===== src/rtl/uart_tx_fifo_ctrl.sv =====
// uart_tx_fifo_ctrl
//
// Transmit-side byte buffer and launcher placed in front of a UART
// transmitter. Host writes land in a circular FIFO; a two-state launcher pops
// one word at a time, hands it to the transmitter with a single-cycle start
// pulse, and waits for the transmitter's done tick before launching the next.
//
// Ports:
//   clk_i           system clock, rising edge
//   rst_i           synchronous active-high reset
//   wr_en_i         host write strobe, one word per cycle
//   wr_data_i       host write data
//   full_o          FIFO holds 2**AddrWidth words
//   empty_o         FIFO holds no words
//   level_o         current word count, 0..2**AddrWidth
//   overflow_o      one-cycle pulse after a write dropped on a full FIFO
//   tx_start_o      one-cycle launch pulse to the transmitter
//   tx_data_o       byte for the transmitter, held until the next launch
//   tx_done_tick_i  one-cycle pulse from the transmitter at end of stop bit
//   busy_o          frame in flight, launch pending, or FIFO non-empty
module uart_tx_fifo_ctrl #(
    parameter int DataWidth = 8,
    parameter int AddrWidth = 4
) (
    input  logic                 clk_i,
    input  logic                 rst_i,
    input  logic                 wr_en_i,
    input  logic [DataWidth-1:0] wr_data_i,
    output logic                 full_o,
    output logic                 empty_o,
    output logic [AddrWidth:0]   level_o,
    output logic                 overflow_o,
    output logic                 tx_start_o,
    output logic [DataWidth-1:0] tx_data_o,
    input  logic                 tx_done_tick_i,
    output logic                 busy_o
);

    localparam int Depth = 2 ** AddrWidth;

    typedef enum logic {
        IDLE,
        WAIT_DONE
    } state_t;

    logic [DataWidth-1:0] mem [Depth];

    logic [AddrWidth:0]   wr_ptr_reg;
    logic [AddrWidth:0]   rd_ptr_reg;
    logic [AddrWidth:0]   level_reg;
    state_t               state_reg;
    state_t               state_next;
    logic                 tx_start_reg;
    logic                 tx_start_next;
    logic [DataWidth-1:0] tx_data_reg;
    logic                 overflow_reg;

    logic                 empty;
    logic                 full;
    logic                 wr_accept;
    logic                 pop;

    // Pointers carry one extra wrap bit so that equal addresses can be told
    // apart as empty (same lap) or full (one lap apart). Both flags are pure
    // functions of registered pointers, so a pop this cycle cannot free a
    // slot for a write in the same cycle.
    assign empty     = (wr_ptr_reg == rd_ptr_reg);
    assign full      = (wr_ptr_reg[AddrWidth-1:0] == rd_ptr_reg[AddrWidth-1:0])
                    && (wr_ptr_reg[AddrWidth] != rd_ptr_reg[AddrWidth]);
    assign wr_accept = wr_en_i && !full;

    // Launcher: next state, pop request and start pulse.
    always_comb begin
        state_next    = state_reg;
        tx_start_next = 1'b0;
        pop           = 1'b0;
        case (state_reg)
            IDLE: begin
                if (!empty) begin
                    pop           = 1'b1;
                    tx_start_next = 1'b1;
                    state_next    = WAIT_DONE;
                end
            end
            WAIT_DONE: begin
                if (tx_done_tick_i) begin
                    state_next = IDLE;
                end
            end
            default: state_next = IDLE;
        endcase
    end

    always_ff @(posedge clk_i) begin
        if (rst_i) begin
            state_reg <= IDLE;
        end else begin
            state_reg <= state_next;
        end
    end

    // Storage array: no reset so it maps onto block RAM.
    always_ff @(posedge clk_i) begin
        if (wr_accept) begin
            mem[wr_ptr_reg[AddrWidth-1:0]] <= wr_data_i;
        end
    end

    always_ff @(posedge clk_i) begin
        if (rst_i) begin
            wr_ptr_reg   <= '0;
            rd_ptr_reg   <= '0;
            level_reg    <= '0;
            tx_start_reg <= 1'b0;
            tx_data_reg  <= '0;
            overflow_reg <= 1'b0;
        end else begin
            tx_start_reg <= tx_start_next;
            overflow_reg <= wr_en_i && full;

            if (wr_accept) begin
                wr_ptr_reg <= wr_ptr_reg + (AddrWidth + 1)'(1);
            end

            // Registered read of the head word; it stays on tx_data_o until
            // the next pop overwrites it.
            if (pop) begin
                tx_data_reg <= mem[rd_ptr_reg[AddrWidth-1:0]];
                rd_ptr_reg  <= rd_ptr_reg + (AddrWidth + 1)'(1);
            end

            case ({wr_accept, pop})
                2'b10:   level_reg <= level_reg + (AddrWidth + 1)'(1);
                2'b01:   level_reg <= level_reg - (AddrWidth + 1)'(1);
                default: level_reg <= level_reg;
            endcase
        end
    end

    assign full_o     = full;
    assign empty_o    = empty;
    assign level_o    = level_reg;
    assign overflow_o = overflow_reg;
    assign tx_start_o = tx_start_reg;
    assign tx_data_o  = tx_data_reg;
    assign busy_o     = (state_reg != IDLE) || !empty || tx_start_reg;

endmodule


===== config.mk =====
export PLATFORM = sky130hd
export DESIGN_NAME = uart_tx_fifo_ctrl
export DESIGN_NICKNAME = d
export VERILOG_FILES = /design/src/rtl/uart_tx_fifo_ctrl.sv
export SDC_FILE = /design/constraint.sdc
export NUM_CORES = 1
export LEC_CHECK = 0
export CORE_MARGIN = 4
export CORE_UTILIZATION = 55
export CTS_CLUSTER_SIZE = 12
export DETAILED_ROUTE_END_ITERATION = 8
export PLACE_DENSITY_LB_ADDON = 0.3
export SKIP_LAST_GASP = 1
export SYNTH_ARGS = -nofsm -noshare
export SYNTH_HDL_FRONTEND = slang
export SYNTH_SLANG_ARGS = --single-unit

===== constraint.sdc =====
create_clock -name clk_i -period 8.5 [get_ports clk_i]
set_clock_uncertainty 0.1 [all_clocks]
set_input_delay 1.7 -clock clk_i [delete_from_list [all_inputs] [get_ports clk_i]]
set_output_delay 1.7 -clock clk_i [all_outputs]
set_load 0.05 [all_outputs]

==> results.tsv <==
metric	value	unit
Post-Synthesis Cells	379	
Fmax	192	MHz
maxcap violations	0	
Max stage delay cell, worst path	dfxtp_2	
WL final	12300	um
top post-synthesis cells by area	edfxtp_1 61%, dfxtp_1 8.2%, mux4_2 7.5%	
initial antenna violation count	0	
DR iter-0 viols	404	
post-layout minimum cycle time	5.20	ns
Chip Width	115	um
largest net degree at the start of global routing	45	
core area	11000	sq um
Vias per Instance	5.95	
antenna-violating nets left	0	
most frequent cell after synthesis	edfxtp_1	
TritonCTS clock tree	built	
Post-synth top flop	edfxtp_1	
worst-path cell chain	xor2_1, nor4_4, nand2_1, or3_1, clkdlybuf4s50_1	
layout cell share with drive strength beyond 1	0.161	
vias in the first global route	3427	
first-pass GRT wire length	19500	um
Max-slew headroom	0.185	
Seq/Total Area, Yosys	0.691	
Critical Path Max Stage Delay	0.95	ns
Critical Path Start Type	flip-flop	
Arrival @ worst endpoint	3.40	ns
std cell rows	38	
crit path capture type	output pin	
io pins	30	
Post-CTS Setup Bufs	0	
Synth cell types	45	
syn avg cell area	16.7	sq um
Post-CTS Hold Buffers	0	
Routability Congestion	0.837	
fin crit share	0.611	
Slew @ Worst Pin	1.22	ns
Post-synth EDFFs	128	
nets@finish	425	
GR Overflow Total	0	
synth cell count leaders	128 x edfxtp_1, 26 x dfxtp_1, 25 x nor2_1	
IO buf count	29	
cell area after synthesis	6310	sq um
Hold Violations, Final	0	
Setup-failing EPs final	0	
# resized after CTS	0	
synth warn	0	
P_leak	2.38	nW
Die ar.	13300	sq um
top cell type's share of synthesized area	0.609	
DR pass1 iterations	4	
hpwl dp	7630	um
clk sinks	154	
fraction of registers with async set/reset	0	
status	finished, final reports clean	
Initial Util	0.572	
Cell Pwr Density	293	nW/um^2
# fillers	788	
Slew Viols, Final	0	
CP Buf/Inv Count	1	
worst hold slack	0.400	ns
RSZ-0062 raised after global routing	no	
Min-Delay Path Class	flip-flop to flip-flop	
Post-Route Setup TNS	0	ns
CTS Root Cell	clkbuf_16	
Clock Latency Late Sink	0.42	ns
Total GRT Usage	0.205	
drc violations	0	
CTS Buffer Depth	2	
CTS buffer count	17	
synthesis-to-layout area growth	13.8	%
kind of critical path	flip-flop to output pin	
Crit path max-delay family	simple AND/OR/NAND/NOR gates	
vias	3310	
post-synth top area cell	edfxtp_1	
Antenna Cells	0	
Worst EP required	6.70	ns
Largest register FFs	128	
VDD IR max	0.000261	V
clk slew on worst S/H paths	0.06	ns
H-Tree Depth	4	
die height	115	um
WL/cell	22.1	um
Synthesized Nets	399	
crit path max fanout	29	
Synth Register Bits	154	
==> cell usage in the layout, fill, tap and decap left out, types with 6 or more instances in the layout <==
cell type	count
clkdlybuf4s50_1	29
mux4_2	21
and3_1	14
xnor2_1	8
inv_1	8
clkbuf_16	17
a311oi_1	8
dfxtp_1	24
ha_1	8
nand2_1	13
edfxtp_1	128
o21ai_0	11
a21oi_1	6
xor2_1	8
nor2_1	25
mux2i_1	19
a221oi_1	8
mux2_2	9
==> path summary, 6_finish.rpt <==
| kind | from | to | slack, ns | depth (start not counted) |
|---|---|---|---|---|
| worst max-delay path | rd_ptr_reg[1] | busy_o | 3.30 | 5 |
| worst max register to register | rd_ptr_reg[1] | level_o[4] | 4.37 | 11 |
| worst min register to register | tx_data_o[5] | tx_data_o[5] | 0.40 | 2 |
| worst min-delay path | tx_data_o[5] | tx_data_o[5] | 0.40 | 2 |
==> layer usage <==
layer  global-route usage  part of all wire  vias up
li1                     -                 -     1531
met1                0.276              0.42     1670
met2                0.316              0.49       94
met3               0.0621             0.076       15
met4               0.0814             0.015        0
met5                    0                 0        -
==> report_power, final <==
| part | internal, mW | total, mW | leakage (nW) | switching (mW) |
|---|---|---|---|---|
| Combinational | 0.212 | 0.520 | 0.760 | 0.307 |
| Sequential | 0.866 | 0.939 | 1.37 | 0.0733 |
| Clock | 0.366 | 0.646 | 0.247 | 0.280 |
| Total | 1.44 | 2.10 | 2.38 | 0.661 |
==> worst min-delay path, delay by kind of cell, from the launching register on <==
| family | cells | cell delay (ns) |
|---|---|---|
| flip-flops | 1 | 0.31 |
| AO/OA/AOI/OAI | 1 | 0.05 |
| AND/OR/NAND/NOR | 1 | 0.09 |
==> per-stage QoR <==
| step | util | setup slack (ns) | area [sq um] | total power, mW | std cells |
|---|---|---|---|---|---|
| floorplan | - | 4.47 | 6310 | 1.33 | 379 |
| global placement | 0.605 | 3.75 | 6680 | 1.46 | 526 |
| detailed placement | 0.605 | 3.69 | 6680 | 1.48 | 526 |
| CTS | 0.651 | 3.23 | 7190 | 2.12 | 556 |
| global route | 0.651 | 3.00 | 7190 | 2.20 | 556 |
| finish | 0.651 | 3.30 | 7190 | 2.10 | 556 |
==> layout make-up <==
| type | count | area [sq um] | share of cell area |
|---|---|---|---|
| repair buffers | 31 | 305 | 0.0425 |
| inverters | 8 | 30.0 | 0.00418 |
| clock buffers | 17 | 425 | 0.0592 |
| clock inverters | 13 | 81.3 | 0.0113 |
| well taps | 140 | 175 | 0.0244 |
| flip-flops and latches | 154 | 4370 | 0.608 |
| multi-input cells | 193 | 1800 | 0.251 |
==> kinds of logic after synthesis <==
| family | Yosys count | synth area share |
|---|---|---|
| muxes | 53 | 0.136 |
| AOI/OAI and AO/OA | 44 | 0.0507 |
| xor gates and xnor gates | 16 | 0.0222 |
| and+or+nand+nor | 72 | 0.0607 |
| DFF | 154 | 0.691 |
| buffers and inverters | 32 | 0.0232 |
| adders and majority gates | 8 | 0.0159 |
(Power assumes the default switching activity.)
